$ cat src/rtl/ebc_pkg.sv
// Shared types and helpers for the AER event encoder: event type, field widths
// and the one-hot grant decoder.
package ebc_pkg;

    typedef enum logic {EVT_PIXEL = 1'b0, EVT_WRAP = 1'b1} evt_type_e;

    localparam int OH_MAX   = 64;
    localparam int OH_IDX_W = 6;

    typedef struct packed {
        logic                valid;
        logic [OH_IDX_W-1:0] idx;
    } onehot_res_t;

    function automatic int calc_rw(input int rows);
        return (rows > 1) ? $clog2(rows) : 1;
    endfunction

    function automatic int calc_cw(input int cols);
        return (cols > 1) ? $clog2(cols) : 1;
    endfunction

    function automatic int calc_evt_w(input int ts_w, input int rows, input int cols);
        return 2 + ts_w + calc_rw(rows) + calc_cw(cols);
    endfunction

    // valid only when exactly one bit is set; idx is then that bit's position
    function automatic onehot_res_t onehot_to_bin(input logic [OH_MAX-1:0] vec);
        onehot_res_t res;
        int          ones;
        res  = '0;
        ones = 0;
        for (int i = 0; i < OH_MAX; i++) begin
            if (vec[i]) begin
                ones    = ones + 1;
                res.idx = OH_IDX_W'(i);
            end
        end
        res.valid = (ones == 1);
        return res;
    endfunction

endpackage

$ cat src/rtl/ebc_sync_fifo.sv
// First-word fall-through synchronous FIFO with occupancy count.
// Push is honoured when not full, or when full and a pop happens the same cycle.
module ebc_sync_fifo #(
    parameter int  WIDTH = 8,
    parameter int  DEPTH = 16,
    localparam int AW    = $clog2(DEPTH),
    localparam int CNT_W = AW + 1
) (
    input  logic             clk_i,
    input  logic             reset_i,
    input  logic             push_i,
    input  logic [WIDTH-1:0] data_i,
    input  logic             pop_i,
    output logic [WIDTH-1:0] data_o,
    output logic             empty_o,
    output logic             full_o,
    output logic [CNT_W-1:0] count_o
);

    logic [WIDTH-1:0] mem_q [DEPTH];
    logic [AW-1:0]    wr_ptr_q;
    logic [AW-1:0]    rd_ptr_q;
    logic [CNT_W-1:0] count_q;
    logic             do_push;
    logic             do_pop;

    assign empty_o = (count_q == '0);
    assign full_o  = (count_q == CNT_W'(DEPTH));
    assign count_o = count_q;
    assign do_pop  = pop_i & ~empty_o;
    assign do_push = push_i & (~full_o | do_pop);
    // Head word shows zero while empty so the output is clean after reset
    assign data_o  = empty_o ? '0 : mem_q[rd_ptr_q];

    always_ff @(posedge clk_i) begin
        if (do_push) begin
            mem_q[wr_ptr_q] <= data_i;
        end
    end

    always_ff @(posedge clk_i) begin
        if (reset_i) begin
            wr_ptr_q <= '0;
            rd_ptr_q <= '0;
            count_q  <= '0;
        end else begin
            if (do_push) begin
                wr_ptr_q <= wr_ptr_q + AW'(1);
            end
            if (do_pop) begin
                rd_ptr_q <= rd_ptr_q + AW'(1);
            end
            count_q <= count_q + CNT_W'(do_push) - CNT_W'(do_pop);
        end
    end

endmodule

$ cat src/rtl/aer_event_encoder.sv
// Converts one-hot arbiter grants into timestamped address-event words, buffers
// them in a FWFT FIFO and inserts a marker word on every timestamp wrap.
module aer_event_encoder
    import ebc_pkg::*;
#(
    parameter int  ROWS         = 8,
    parameter int  COLS         = 8,
    parameter int  TS_W         = 16,
    parameter int  TICK_DIV     = 10,
    parameter int  DEPTH        = 16,
    parameter int  AFULL_MARGIN = 3,
    localparam int RW           = calc_rw(ROWS),
    localparam int CW           = calc_cw(COLS),
    localparam int EVT_W        = calc_evt_w(TS_W, ROWS, COLS)
) (
    input  logic             clk_i,
    input  logic             reset_i,
    input  logic             enable_i,
    input  logic [ROWS-1:0]  x_gnt_i,
    input  logic [COLS-1:0]  y_gnt_i,
    input  logic             polarity_i,
    output logic             arb_enable_o,
    output logic [EVT_W-1:0] evt_data_o,
    output logic             evt_valid_o,
    input  logic             evt_ready_i,
    output logic             err_o,
    output logic [7:0]       drop_cnt_o
);

    localparam int PW    = (TICK_DIV > 1) ? $clog2(TICK_DIV) : 1;
    localparam int CNT_W = $clog2(DEPTH) + 1;
    localparam logic [EVT_W-1:0] WRAP_WORD = {EVT_WRAP, {(EVT_W-1){1'b0}}};

    logic [PW-1:0]    presc_q;
    logic [TS_W-1:0]  ts_q;
    logic             marker_pend_q, marker_pend_d;
    logic             hold_valid_q, hold_valid_d;
    logic [EVT_W-1:0] hold_data_q, hold_data_d;
    logic             err_q;
    logic [7:0]       drop_cnt_q;
    logic             arb_en_q;

    onehot_res_t      x_res, y_res;
    logic             unused_idx_bits;
    logic             grant_any, grant_ok, new_valid, malformed;
    logic [EVT_W-1:0] new_word;
    logic             presc_tc, ts_wrap;

    logic             fifo_push, fifo_pop, fifo_empty, fifo_full, can_write, drop;
    logic [EVT_W-1:0] fifo_wdata;
    logic [CNT_W-1:0] fifo_count;
    logic             room_ok;

    assign x_res           = onehot_to_bin(OH_MAX'(x_gnt_i));
    assign y_res           = onehot_to_bin(OH_MAX'(y_gnt_i));
    assign unused_idx_bits = ^{x_res.idx, y_res.idx};
    assign grant_any       = (|x_gnt_i) | (|y_gnt_i);
    assign grant_ok        = x_res.valid & y_res.valid;
    assign new_valid       = enable_i & grant_ok;
    assign malformed       = enable_i & grant_any & ~grant_ok;
    assign new_word        = {EVT_PIXEL, ts_q, polarity_i, x_res.idx[RW-1:0], y_res.idx[CW-1:0]};

    assign presc_tc = (presc_q == PW'(TICK_DIV - 1));
    assign ts_wrap  = enable_i & presc_tc & (&ts_q);

    assign fifo_pop  = evt_valid_o & evt_ready_i;
    assign can_write = ~fifo_full | fifo_pop;
    assign room_ok   = (DEPTH - int'(fifo_count)) > AFULL_MARGIN;

    // One FIFO write per cycle: pending marker, then held event, then new event
    always_comb begin
        fifo_push     = 1'b0;
        fifo_wdata    = new_word;
        marker_pend_d = marker_pend_q;
        hold_valid_d  = hold_valid_q;
        hold_data_d   = hold_data_q;
        drop          = 1'b0;
        if (marker_pend_q) begin
            fifo_wdata = WRAP_WORD;
            if (can_write) begin
                fifo_push     = 1'b1;
                marker_pend_d = 1'b0;
            end
            if (new_valid) begin
                if (!hold_valid_q) begin
                    hold_valid_d = 1'b1;
                    hold_data_d  = new_word;
                end else begin
                    drop = 1'b1;
                end
            end
        end else if (hold_valid_q) begin
            fifo_wdata = hold_data_q;
            if (can_write) begin
                fifo_push = 1'b1;
            end else begin
                drop = 1'b1;
            end
            hold_valid_d = new_valid;
            hold_data_d  = new_word;
        end else if (new_valid) begin
            if (can_write) begin
                fifo_push = 1'b1;
            end else begin
                drop = 1'b1;
            end
        end
        if (ts_wrap) begin
            marker_pend_d = 1'b1;
        end
    end

    always_ff @(posedge clk_i) begin
        if (reset_i) begin
            presc_q       <= '0;
            ts_q          <= '0;
            marker_pend_q <= 1'b0;
            hold_valid_q  <= 1'b0;
            hold_data_q   <= '0;
            err_q         <= 1'b0;
            drop_cnt_q    <= '0;
            arb_en_q      <= 1'b0;
        end else begin
            if (enable_i) begin
                if (presc_tc) begin
                    presc_q <= '0;
                    ts_q    <= ts_q + TS_W'(1);
                end else begin
                    presc_q <= presc_q + PW'(1);
                end
            end
            marker_pend_q <= marker_pend_d;
            hold_valid_q  <= hold_valid_d;
            hold_data_q   <= hold_data_d;
            err_q         <= err_q | malformed | drop;
            if (drop && (drop_cnt_q != 8'hFF)) begin
                drop_cnt_q <= drop_cnt_q + 8'd1;
            end
            arb_en_q <= enable_i & ~hold_valid_q & room_ok;
        end
    end

    ebc_sync_fifo #(
        .WIDTH (EVT_W),
        .DEPTH (DEPTH)
    ) u_fifo (
        .clk_i   (clk_i),
        .reset_i (reset_i),
        .push_i  (fifo_push),
        .data_i  (fifo_wdata),
        .pop_i   (fifo_pop),
        .data_o  (evt_data_o),
        .empty_o (fifo_empty),
        .full_o  (fifo_full),
        .count_o (fifo_count)
    );

    assign evt_valid_o  = ~fifo_empty;
    assign arb_enable_o = arb_en_q;
    assign err_o        = err_q;
    assign drop_cnt_o   = drop_cnt_q;

endmodule
$ cat config.mk
export PLATFORM = sky130hd
export DESIGN_NAME = aer_event_encoder
export DESIGN_NICKNAME = d
export VERILOG_FILES = /design/src/rtl/ebc_pkg.sv /design/src/rtl/ebc_sync_fifo.sv /design/src/rtl/aer_event_encoder.sv
export SDC_FILE = /design/constraint.sdc
export NUM_CORES = 1
export LEC_CHECK = 0
export ABC_AREA = 1
export CAP_MARGIN = 10
export CORE_MARGIN = 8
export CORE_UTILIZATION = 30
export DETAILED_ROUTE_END_ITERATION = 8
export PLACE_DENSITY = 0.48
export REMOVE_ABC_BUFFERS = 1
export SYNTH_ARGS = -nofsm -noshare
export SYNTH_HDL_FRONTEND = slang
export SYNTH_HIERARCHICAL = 1
export SYNTH_SLANG_ARGS = --single-unit
$ cat constraint.sdc
create_clock -name clk_i -period 10.7 [get_ports clk_i]
set_input_delay 2.675 -clock clk_i [delete_from_list [all_inputs] [get_ports clk_i]]
set_output_delay 2.675 -clock clk_i [all_outputs]
set_load 0.03 [all_outputs]
Word-level counts from Yosys, hierarchy flattened
Memories as Yosys holds them, arrays and structs flattened. A register that Yosys moved wholly into a read port is not among the register bits.
Cells that the tools add are included.
{"block": "totals", "memories": 1, "reg_bits": 69, "out_inout_bits": 35, "mem_bits_rw": 384}
{"block": "classes", "n_eq_ne": 6, "n_mux": 56, "n_reduce_logical": 8, "add_sub_neg": 22, "order_cmp": 1, "bitwise": 20}
{"name": "u_fifo.mem_q", "depth": 16, "word_bits": 24, "rd": 1, "rd_clocked_by_memory_dff": 1, "write_ports": 1, "line_no": "ebc_sync_fifo.sv:20", "rtl": "logic [WIDTH-1:0] mem_q [DEPTH];"}
{"cell": "32-bit by 2-bit adder with 32-bit output, second input constant", "count": 14}
{"cell": "32-bit two-way mux", "count": 14}
{"cell": "24-bit two-way mux", "count": 6}
{"cell": "32-bit by 2-bit equality test with 1-bit output, second input constant", "count": 2}
{"cell": "3-bit two-way mux", "count": 12}
{"cell": "1-bit two-way mux", "count": 21}
{"cell": "16-bit by 1-bit adder with 16-bit output, second input constant", "count": 1}
{"cell": "16-bit AND reduction", "count": 1}
{"cell": "8-bit OR reduction", "count": 2}
{"cell": "4-bit by 1-bit adder with 4-bit output, second input constant", "count": 3}
{"cell": "4-bit two-way mux", "count": 3}
{"cell": "1-bit AND", "count": 11}
{"cell": "8-bit by 1-bit adder with 8-bit output, second input constant", "count": 1}
{"cell": "8-bit inequality test, second input constant", "count": 1}
{"cell": "6-bit by 3-bit > comparator with 1-bit output, second input constant", "count": 1}
{"cell": "5-bit by 5-bit subtractor with 6-bit output, first input constant", "count": 1}
{"cell": "5-bit by 1-bit adder with 5-bit output", "count": 1}
{"cell": "5-bit equality test, second input constant", "count": 1}
{"cell": "5-bit logical NOT", "count": 1}
{"cell": "1-bit bitwise OR", "count": 5}
{"cell": "5-bit by 1-bit subtractor with 5-bit output", "count": 1}
{"cell": "4-bit equality test, second input constant", "count": 1}
{"cell": "1-bit inverter", "count": 4}
{"cell": "2-bit AND reduction", "count": 2}
{"cell": "3 further kinds", "count": 3}

Depth between registers and ports, before layout
Gate-level depths: netlist of the first run.
{"block": "logic_depth", "word_depth": 24, "depth_mapped": 39, "depth_no_buf": 39}

Hierarchy
Netlist of the first run, hierarchy kept.
{"mod": "ebc_sync_fifo", "area_each_um2": 16268.1, "cells_each": 1383, "n_inst": 1}
{"mod": "aer_event_encoder", "area_each_um2": 4394.2, "cells_each": 711, "n_inst": 1}

Worst setup path before layout of the first run
No wires, ideal clock.
{"block": "synth_timing", "path_kind": "input to register", "start": "input y_gnt_i[0]", "end": "memory u_fifo/mem_q[0][0] (netlist bit), enable pin", "path_slack_ns": 2.184, "path_buffers": 0, "arrival_ns": 8.112, "stages": 33, "t_required_ns": 10.295, "path_cell_list": "inv_1 ha_1 inv_1 nand2_2 nand2_1 inv_1 ha_1 nand2_1 nand2_1 ha_1 or2_1 nand2_1 inv_1 ha_1 nand2_1 nand2_1 ha_1 or2_2 nand2_1 inv_1 ha_1 or2_2 nand2_1 inv_2 nor2_2 nand2_1 nor2_2 nand3_4 a31oi_1 nand2_1 inv_1 nand2_1 nor2_1"}
{"block": "synth_between", "elab_chain_cells": 24}
{"element": "start: declaration", "line_no": "aer_event_encoder.sv:20", "rtl": "input logic [COLS-1:0] y_gnt_i,"}
{"element": "1-bit two-way mux *", "line_no": "ebc_pkg.sv:34", "rtl": "if (vec[i]) begin"}
{"element": "32-bit by 2-bit adder with 32-bit output", "line_no": "ebc_pkg.sv:35", "rtl": "ones = ones + 1;"}
{"element": "32-bit two-way mux *", "line_no": "ebc_pkg.sv:34"}
{"element": "32-bit by 2-bit adder with 32-bit output", "line_no": "ebc_pkg.sv:35"}
{"element": "32-bit two-way mux *", "line_no": "ebc_pkg.sv:34"}
{"element": "32-bit by 2-bit adder with 32-bit output", "line_no": "ebc_pkg.sv:35"}
{"element": "32-bit two-way mux *", "line_no": "ebc_pkg.sv:34"}
{"element": "32-bit by 2-bit adder with 32-bit output", "line_no": "ebc_pkg.sv:35"}
{"element": "[9 not listed]"}
{"element": "1-bit AND *", "line_no": "aer_event_encoder.sv:59", "rtl": "assign new_valid = enable_i & grant_ok;"}
{"element": "1-bit two-way mux *", "line_no": "aer_event_encoder.sv:101", "rtl": "end else if (new_valid) begin"}
{"element": "1-bit two-way mux *", "line_no": "aer_event_encoder.sv:92", "rtl": "end else if (hold_valid_q) begin"}
{"element": "1-bit two-way mux *", "line_no": "aer_event_encoder.sv:78", "rtl": "if (marker_pend_q) begin"}
{"element": "named net fifo_push", "line_no": "aer_event_encoder.sv:49", "rtl": "logic fifo_push, fifo_pop, fifo_empty, fifo_full, can_write, drop;"}
{"element": "1-bit AND *", "line_no": "ebc_sync_fifo.sv:31", "rtl": "assign do_push = push_i & (~full_o | do_pop);"}
{"element": "1-bit two-way mux *", "line_no": "ebc_sync_fifo.sv:36", "rtl": "if (do_push) begin"}
{"element": "1-bit two-way mux (implied by the code) *", "line_no": "ebc_sync_fifo.sv:37", "rtl": "mem_q[wr_ptr_q] <= data_i;"}
{"element": "end: declaration", "line_no": "ebc_sync_fifo.sv:20"}
Mark *: on every way through the listed nets, which the timed path passes. The rest lies on a longest branch.

Final worst setup path of the first run
{"block": "layout_timing", "start": "input x_gnt_i[1]", "end": "memory u_fifo/mem_q[2][23] (netlist bit), enable pin"}
{"block": "layout_between", "elab_chain_cells": 22}
{"element": "start: declaration", "line_no": "aer_event_encoder.sv:19", "rtl": "input logic [ROWS-1:0] x_gnt_i,"}
{"element": "32-bit two-way mux *", "line_no": "ebc_pkg.sv:34"}
{"element": "32-bit by 2-bit adder with 32-bit output", "line_no": "ebc_pkg.sv:35"}
{"element": "32-bit two-way mux *", "line_no": "ebc_pkg.sv:34"}
{"element": "32-bit by 2-bit adder with 32-bit output", "line_no": "ebc_pkg.sv:35"}
{"element": "32-bit two-way mux *", "line_no": "ebc_pkg.sv:34"}
{"element": "32-bit by 2-bit adder with 32-bit output", "line_no": "ebc_pkg.sv:35"}
{"element": "32-bit two-way mux *", "line_no": "ebc_pkg.sv:34"}
{"element": "32-bit by 2-bit adder with 32-bit output", "line_no": "ebc_pkg.sv:35"}
{"element": "[7 not listed]"}
{"element": "1-bit AND *", "line_no": "aer_event_encoder.sv:59"}
{"element": "1-bit two-way mux *", "line_no": "aer_event_encoder.sv:101"}
{"element": "1-bit two-way mux *", "line_no": "aer_event_encoder.sv:92"}
{"element": "1-bit two-way mux *", "line_no": "aer_event_encoder.sv:78"}
{"element": "named net fifo_push", "line_no": "aer_event_encoder.sv:49"}
{"element": "1-bit AND *", "line_no": "ebc_sync_fifo.sv:31"}
{"element": "1-bit two-way mux *", "line_no": "ebc_sync_fifo.sv:36"}
{"element": "1-bit two-way mux (implied by the code) *", "line_no": "ebc_sync_fifo.sv:37"}
Marks and branches as above.

==> results of run 1 <==
==> per-stage QoR <==
step | cells | utilization (%) | power [mW] | cell area, sq um | hold slack [ps]
2_1_floorplan | 1991 | - | 2.95 | 20100 | 422
3_3_place_gp | 2953 | 32.3 | 3.44 | 22100 | 444
3_5_place_dp | 2953 | 32.3 | 3.45 | 22100 | 452
4_1_cts | 3040 | 34.5 | 5.06 | 23600 | 463
5_1_grt | 3041 | 34.5 | 5.25 | 23600 | 472
6_report | 3043 | 34.5 | 4.98 | 23600 | 463
==> worst paths after layout <==
| kind | from | endpoint | slack [ps] | depth (start not counted) |
|---|---|---|---|---|
| min | hold_data_q[23]$_SDFFE_PP0P_ | hold_data_q[23]$_SDFFE_PP0P_ | 460 | 2 |
| min reg2reg | hold_data_q[23]$_SDFFE_PP0P_ | hold_data_q[23]$_SDFFE_PP0P_ | 460 | 2 |
| max | x_gnt_i[1] | u_fifo/mem_q[2][23]$_DFFE_PP_ | 1760 | 34 |
| max reg2reg | u_fifo/count_o[2]$_SDFF_PP0_ | u_fifo/mem_q[2][23]$_DFFE_PP_ | 6780 | 11 |
==> routing by layer <==
layer | up-vias | part of all wire (%) | track usage (%)
li1 | 7168 | - | -
met1 | 7155 | 47 | 20.2
met2 | 291 | 47 | 23.4
met3 | 46 | 4.6 | 2.36
met4 | 0 | 1.3 | 2.81
met5 | - | 0 | 0
==> flip-flops by register name (all words and copies together), names as in the netlist, 4 cells and up, named ones only <==
signal / flops
drop_cnt_o: 8
u_fifo/count_o: 5
presc_q: 4
u_fifo/mem_q: 384
u_fifo/wr_ptr_q: 4
ts_q: 16
u_fifo/rd_ptr_q: 4
hold_data_q: 24
==> cells by family (layout without fill, tap and decap cells) <==
family	Yosys count	in the layout	share of synthesized area, %
compound gates	154	154	3.92
xor+xnor	11	11	0.466
fa+ha+maj	29	29	1.79
buf+inv	225	290	5.00
flops	457	457	62.9
mux	6	6	0.291
other cells	0	2	0
simple gates	1212	1212	25.7
==> critical path, delay by kind of cell <==
| family | cells | cell delay (ps) |
|---|---|---|
| fa+ha+maj | 6 | 1670 |
| buf+inv | 7 | 1030 |
| compound gates | 1 | 280 |
| simple gates | 20 | 3450 |
==> placed cells by master (no fill, tap or decap), drive strengths merged <==
master         instances
a31oi                  2
diode                  2
o21bai                 1
fa                     1
nor3b                  2
edfxtp               384
and2                   1
and3                   1
nor3                  13
o211ai                 1
nand4                  8
xnor2                  3
xor2                   8
ha                    28
clkinv                19
nand2                686
o21a                   2
o21ai                 79
dfxtp                 73
a21oi                 68
buf                   26
bufinv                 3
clkdlybuf4s50         55
clkbuf                66
or2                    9
nand3                354
inv                  121
nor2                 138
a31o                   1
mux2i                  6
==> power breakdown <==
group / total [mW] / internal, mW / leakage [nW] / switching [mW]
combinational: 1.39 / 0.435 / 4.10 / 0.952
clock: 1.59 / 0.906 / 0.722 / 0.683
sequential: 2.00 / 1.93 / 4.04 / 0.0716
total: 4.98 / 3.27 / 8.86 / 1.71
==> layout make-up <==
type,instances,area [sq um],area share [%]
inverter,122,463,1.96
sequential,457,13000,55.1
clock inverter,21,194,0.823
antenna,2,5.00,0.0212
timing repair buffer,81,746,3.16
tap,882,1100,4.68
multi-input combinational,1412,6790,28.8
clock buffer,66,1280,5.42
==> results.md, run 1 <==
- Most common cell in the netlist: nand2_1
- Fin. max-slew vios: 0
- Worst-Margin Slew: 1230 ps
- TritonCTS clock tree: built
- IR Drop Worst-Case VDD: 0.106 mV
- Post-CTS sizing: 0
- Final hold violation count: 0
- Ys flop type: edfxtp_1
- Post-synthesis sequential area ratio: 62.9%
- Die Wd: 278 microns
- Post-Syn Area: 20700 sq um
- CP Launch Type: primary input
- Final Setup Violations: 0
- Mean post-synth cell area: 9.87 sq um
- Max_slew headroom: 18.0%
- Clk slew on worst S/H paths: 60 ps
- Vias in the first global route: 14263
- Row cnt: 96
- Die ar.: 77500 sq um
- Worst Path Arrival: 9150 ps
- DRT Wirelength: 57.1 mm
- PwrDens: 211 nW/um^2
- Clock sinks: 457
- Crit path top cell by count: nand2_1
- Largest net degree at the start of global routing: 76
- Fin worst setup slack: 1760 ps
- Post-Synthesis Cells: 2094
- Setup CP Type: in2reg
- Area contributors post-synth: edfxtp_1, nand2_1, nand3_1
- Root buf cell: clkbuf_16
- Final min period: 8940 ps
- Die Y: 278 microns
- Status: finished clean
- Yosys warns: 6
- NumNets Final: 2171
- Core area: 68300 sq um
- Commonest cells post-synth: nand2_1, edfxtp_1, nand3_1
- Synth unique cells: 43
- Achievable clock frequency: 112 MHz
- Routed vias/inst: 4.82
- Post-route DRC violation count: 0
- Drt pass-1 iters: 5
- Postcts setup bufs: 0
- Buffers added on ports: 55
- H-Tree Depth: 2
- Clk_skew: 31.5 ps
- Hold_buf cts: 0
- Final-layout fill cell count: 6898
- Initial Util: 30.2%
- Worst Hold Class: reg2reg
- Static leakage: 8.86 nW
- Total GRT Usage: 14.4%
- GR Overflow Total: 0
- Number of synthesized flops with an enable pin: 384
- Gp weighted congestion: 0.761
- Share of the synthesized area in the top cell type: 55.8%
- First-pass GRT wire length: 87.3 mm
- Initial antenna violation count: 1
- Layout cell share with drive strength beyond 1: 10.1%
- Worst-path fanout max: 24
- Required time worst endpoint: 10910 ps
- DR iter-0 viols: 955
- Unrepaired setup endpoints after global routing: false
- IO Pins: 56
- Post-route ant nets: 0
- P&R area growth vs syn: 14.1%
- Dominant cell type by area after synthesis: edfxtp_1
- Crit-path slowest cell: nor2_4
- # Max-Cap Violations: 0
- HPWL Detailed: 35.5 mm
- Ys async rst share: 0%
- Average wire per standard cell: 18.8 microns
- Crit path capture type: flop
- Setup TNS: 0 ps
- Vias: 14660
- Worst skew pair latency: 590 ps
- Max clock buf depth: 3
- Tcrit/Tclk final: 83.6%
- Num CTS Buffers: 47
- Place WS: 1160 ps
- Synth Register Bits: 457
- Biggest cell delay along the critical path: 790 ps
Power figures use the tool's default switching activity.
==> inputs of run 2 (changes only) <==
--- a/config.mk
+++ b/config.mk
@@ -10,7 +10,7 @@
 export CORE_MARGIN = 8
 export CORE_UTILIZATION = 30
 export DETAILED_ROUTE_END_ITERATION = 8
-export PLACE_DENSITY = 0.48
+export PLACE_DENSITY = 0.49
 export REMOVE_ABC_BUFFERS = 1
 export SYNTH_ARGS = -nofsm -noshare
 export SYNTH_HDL_FRONTEND = slang
==> constraint.sdc (replaced) <==
create_clock -name clk_i -period 7.8 [get_ports clk_i]
set_input_delay 1.95 -clock clk_i [delete_from_list [all_inputs] [get_ports clk_i]]
set_output_delay 1.95 -clock clk_i [all_outputs]
set_load 0.03 [all_outputs]
==> results.md, run 2 (synthesis gave the netlist of run 1 again) <==
- Post-route ant nets: 0
- Int Pwr: 4.65 mW
- Worst-Margin Slew: 1160 ps
- CP Launch Type: primary input
- Crit path capture type: flop
- Fin. max-slew vios: 0
- NumNets Final: 2249
- H-Tree Depth: 2
- Vias in the first global route: 14836
- Layout cell share with drive strength beyond 1: 13.5%
- Reg power frac: 38.7%
- Combinational share of power: 27.6%
- Initial antenna violation count: 0
- Drt pass-1 iters: 5
- First-pass GRT wire length: 87.2 mm
- Buffers added on ports: 55
- Place WS: -509 ps
- Multi-input gate area: 6840 sq um
- Setup TNS: 0 ps
- Clk_skew: 37.6 ps
- P&R area growth vs syn: 19.0%
- Hold slack: 449 ps
- Crit-path slowest cell: clkdlybuf4s50_1
- Leading registers by flop count: u_fifo/mem_q (384), hold_data_q (24), ts_q (16)
- Fin worst setup slack: 370 ps
- Crit path top cell by count: nand2_1
- Achievable clock frequency: 135 MHz
- Required time worst endpoint: 8260 ps
- Num CTS Buffers: 51
- Tcrit/Tclk final: 95.3%
- HPWL Detailed: 33.3 mm
- Worst Hold Class: reg2reg
- Initial Util: 30.2%
- Max clock buf depth: 3
- TritonCTS clock tree: built
- Clk slew on worst S/H paths: 60 ps
- Setup CP Type: in2reg
- Psw: 2.36 mW
- Final hold violation count: 0
- Final Setup Violations: 0
- Vias: 14877
- DRT Wirelength: 55.7 mm
- Cell depth of the worst hold path: 2
- Critical R2R Capture: u_fifo/count_o[4]$_SDFF_PP0_
- PwrDens: 285 nW/um^2
- Worst Path Arrival: 7890 ps
- Final min period: 7430 ps
- Final instance area: 24600 sq um
- Net Sw Frac: 33.7%
- Die ar.: 77500 sq um
- Biggest register: u_fifo/mem_q
- HP Start: hold_data_q[23]$_SDFFE_PP0P_
- Clock sinks: 457
- Worst-path fanout max: 4
- Die Y: 278 microns
- Largest net degree at the start of global routing: 98
- Die Wd: 278 microns
- Routed vias/inst: 4.76
- FF-to-FF Start: u_fifo/count_o[3]$_SDFF_PP0_
- Most frequent cells in the layout: nand2_1, edfxtp_1, nand3_1
- Total Power: 7.01 mW
- Biggest cell delay along the critical path: 490 ps
- IO Pins: 56
- # Max-Cap Violations: 0
- Register area: 13000 sq um
- Total GRT Usage: 14.2%
- Worst skew pair latency: 600 ps
- Reg2reg setup slack: 4490 ps
- GR Overflow Total: 0
- Average wire per standard cell: 17.8 microns
- Gp weighted congestion: 0.803
- Cell Area, Placed: 22800 sq um
- Post-route DRC violation count: 0
- Clock group share of total power: 33.7%
- Root buf cell: clkbuf_16
- Core area: 68300 sq um
- Path depth of the worst reg2reg path: 16
- Max FFs per register: 384
- Worst Hold Path EP: hold_data_q[23]$_SDFFE_PP0P_
- DR iter-0 viols: 1180
- Status: finished clean
- Commonest non-fill, non-tap cell in the layout: nand2_1
- IR Drop Worst-Case VDD: 0.159 mV
- Final-layout fill cell count: 6768
- Max_slew headroom: 22.3%
- Static leakage: 9.33 nW
- Row cnt: 96
-- run 2: cell types whose count changed in the layout (fill, tap and decap cells not counted), moves of 3 or more --
| cell | before | now |
|---|---|---|
| nor2_1 | 84 | 96 |
| ha_1 | 28 | 24 |
| clkinv_1 | 8 | 13 |
| buf_4 | 26 | 81 |
| clkbuf_16 | 47 | 52 |
| ha_4 | 0 | 3 |
| buf_12 | 0 | 18 |
| clkbuf_1 | 16 | 9 |
| nand2_1 | 662 | 655 |
| nor2_2 | 37 | 25 |
| clkinvlp_4 | 0 | 3 |
| nand2_2 | 22 | 29 |
-- run 2: power groups by stage --
stage / sequential [mW] / combinational [mW] / clock [mW]
after floorplan: 2.83 / 1.22 / 0
after global placement: 2.76 / 1.95 / 0
after detailed placement: 2.77 / 1.96 / 0
after CTS: 2.71 / 1.97 / 2.43
after global routing: 2.72 / 2.16 / 2.52
final: 2.71 / 1.94 / 2.36
-- run 2: repair_timing --
| item | in CTS | in global routing |
|---|---|---|
| buffers inserted | 0 | 1 |
| resized for setup | 0 | 17 |
| hold buffers | 0 | 0 |
| hold endpoints to repair | 0 | 0 |
| endpoints found under the setup margin | 0 | 277 |
-- run 2: cell type report --
class,count,area share (%)
Clock inverter,32,1.20
Antenna cell,1,0.0102
Sequential cell,457,52.9
Timing Repair Buffer,155,6.23
Tap cell,882,4.49
Multi-Input combinational cell,1412,27.8
Clock buffer,62,5.49
Inverter,122,1.88
-- run 2: worst max-delay path by stage --
stage                     startpoint                      endpoint  cells past startpoint
after floorplan                 flop                 evt_data_o[0]                      7
after global placement    x_gnt_i[0]  u_fifo/count_o[4]$_SDFF_PP0_                     39
after detailed placement  x_gnt_i[0]  u_fifo/count_o[4]$_SDFF_PP0_                     39
after CTS                 x_gnt_i[0]  u_fifo/count_o[4]$_SDFF_PP0_                     39
after global routing      y_gnt_i[0]  u_fifo/count_o[4]$_SDFF_PP0_                     39
final                     y_gnt_i[0]  u_fifo/count_o[4]$_SDFF_PP0_                     39
-- run 2: per-layer routing --
| layer | share of wire [%] | up-vias | track usage [%] |
|---|---|---|---|
| met5 | 0 | - | 0 |
| met4 | 1.9 | 0 | 3.76 |
| met3 | 4.0 | 66 | 1.82 |
| met2 | 48 | 290 | 23.8 |
| met1 | 46 | 7211 | 19.3 |
| li1 | - | 7310 | - |
-- run 2: per-stage QoR --
stage	std cells	utilization, %
2_1_floorplan	1991	-
3_3_place_gp	3025	33.4
3_5_place_dp	3025	33.4
4_1_cts	3119	35.8
5_1_grt	3122	36.0
6_report	3123	36.0
-- run 2: worst max-delay path, delay by kind of cell --
kind | cells | cell delay (ps)
adder cells (fa/ha/maj) | 9 | 2410
AND/OR/NAND/NOR | 17 | 2050
buffers and inverters | 8 | 860
AO/OA/AOI/OAI | 5 | 600
==> inputs of run 3 (changes only) <==
--- a/config.mk
+++ b/config.mk
@@ -7,7 +7,7 @@
 export LEC_CHECK = 0
 export ABC_AREA = 1
 export CAP_MARGIN = 10
-export CORE_MARGIN = 8
+export CORE_MARGIN = 10
 export CORE_UTILIZATION = 30
 export DETAILED_ROUTE_END_ITERATION = 8
 export PLACE_DENSITY = 0.49
==> results.md, run 3 (synthesis gave the netlist of run 1 again) <==
- Routed vias/inst: 4.74
- Max FFs per register: 384
- Fin worst setup slack: 413 ps
- Core area: 68500 sq um
- Placed insts: 3028
- NumNets Final: 2254
- Unrepaired setup endpoints after global routing: false
- Critical path buffers and inverters: 7
- Biggest cell delay along the critical path: 480 ps
- Vias in the first global route: 14583
- Die ar.: 79800 sq um
- DRT Wirelength: 55.1 mm
- Die Wd: 282 microns
- Layout cell share with drive strength beyond 1: 13.2%
- First-pass GRT wire length: 85.2 mm
- DR iter-0 viols: 1006
- GR Overflow Total: 0
- Place WS: -494 ps
- Crit path capture type: flop
- Root buf cell: clkbuf_16
- Worst-path fanout max: 3
- Total GRT Usage: 13.7%
- Setup CP Type: in2reg
- IR Drop Worst-Case VDD: 0.196 mV
- IO Pins: 56
- Post-route insts no fill: 3123
- Biggest register: u_fifo/mem_q
- Worst Hold Class: reg2reg
- Reg2reg setup slack: 4500 ps
- Worst-Margin Slew: 1230 ps
- Max_slew headroom: 17.5%
- Total Power: 6.85 mW
- HP Start: hold_data_q[23]$_SDFFE_PP0P_
- PwrDens: 279 nW/um^2
- Drt pass-1 iters: 5
- Status: finished clean
- Met2 Use GR: 23.0%
- Average wire per standard cell: 17.6 microns
- Achievable clock frequency: 135 MHz
- Cell family with most CP delay: adder cells
- Worst Hold Path EP: hold_data_q[23]$_SDFFE_PP0P_
- Met3 Usage GRT: 2.20%
- Critical R2R Capture: u_fifo/count_o[4]$_SDFF_PP0_
- Gp weighted congestion: 0.830
- P&R area growth vs syn: 18.8%
- Crit path top cell by count: nand2_2
- Final Setup Violations: 0
- H-Tree Depth: 2
- Worst Path Arrival: 7850 ps
- Cell depth of the worst hold path: 2
- Leading registers by flop count: u_fifo/mem_q (384), hold_data_q (24), ts_q (16)
- Most frequent cells in the layout: nand2_1, edfxtp_1, nand3_1
- Static leakage: 9.32 nW
- Largest net degree at the start of global routing: 193
- Clk_skew: 23.0 ps
- Die Y: 282 microns
- Crit-path slowest cell: clkdlybuf4s50_1
- Initial Util: 30.2%
- Tcrit/Tclk final: 94.7%
- Worst skew pair latency: 600 ps
- Commonest non-fill, non-tap cell in the layout: nand2_1
- TritonCTS clock tree: built
- Hold_buf cts: 0
- Clk slew on worst S/H paths: 60 ps
- Post-route ant nets: 0
- Num CTS Buffers: 50
- FF-to-FF Start: u_fifo/count_o[3]$_SDFF_PP0_
- Clock sinks: 457
- HPWL Detailed: 33.3 mm
- Hold slack: 449 ps
- Final min period: 7390 ps
- # Max-Cap Violations: 0
- Fin. max-slew vios: 0
- Vias: 14816
- Top Usage Layer GRT: met2
- Required time worst endpoint: 8270 ps
- Final hold violation count: 0
- Post-route DRC violation count: 0
- Initial antenna violation count: 0
- Met1 Usage GRT: 18.0%
- Buffers added on ports: 55
- CP Launch Type: primary input
- Max clock buf depth: 3
- Row cnt: 96
- Path depth of the worst reg2reg path: 16
- Ant diodes: 0
[run 3: what timing repair did]
action,4_1_cts,5_1_grt
setup endpoints to repair,0,384
buffers inserted,0,0
gates resized for setup,0,18
[run 3: per-layer routing]
metal / vias to the layer above / wire length [microns] / share of wire (%)
met5: - / 0 / 0
met4: 0 / 1150 / 2.1
met3: 77 / 2440 / 4.4
met2: 303 / 26600 / 48
met1: 7112 / 24900 / 45
li1: 7324 / - / -
[run 3: report_power, final]
part / leakage, nW / switching [mW] / total, mW / internal, mW
Combinational: 4.57 / 1.31 / 1.95 / 0.644
Clock: 0.727 / 0.952 / 2.20 / 1.24
Sequential: 4.02 / 0.0555 / 2.70 / 2.65
[run 3: per-stage QoR]
step	setup TNS (ps)	area [sq um]	util (%)
after floorplan	-22560	20100	-
after global placement	-50090	22900	33.5
after detailed placement	-85610	22900	33.5
after CTS	0	24400	35.6
after global routing	0	24500	35.9
final	0	24500	35.9
[run 3: worst max path at each step]
stage	from	to	slack, ps	cells after the start
floorplan	flop	evt_data_o[0]	-820	7
global placement	x_gnt_i[0]	u_fifo/count_o[4]$_SDFF_PP0_	-430	39
detailed placement	x_gnt_i[0]	u_fifo/count_o[4]$_SDFF_PP0_	-490	39
CTS	x_gnt_i[0]	u_fifo/count_o[4]$_SDFF_PP0_	140	39
global route	y_gnt_i[1]	u_fifo/count_o[4]$_SDFF_PP0_	30	39
finish	x_gnt_i[0]	u_fifo/count_o[4]$_SDFF_PP0_	410	39
[run 3: area by class of cell]
cell class / count / area [sq um]
Clock buffer: 63 / 1300
Timing Repair Buffer: 161 / 1630
Clock inverter: 26 / 199
Fill cell: 6808 / 43900
Tap cell: 882 / 1100
Sequential cell: 457 / 13000
Inverter: 122 / 463
Multi-Input combinational cell: 1412 / 6850
[run 3: worst reg2reg max path: cells and delay by family, from the launching register on]
kind	cells	cell delay (ps)
AND/OR/NAND/NOR	2	200
adder cells (fa/ha/maj)	4	1020
flip-flops	1	380
AO/OA/AOI/OAI	6	1000
buffers and inverters	4	580
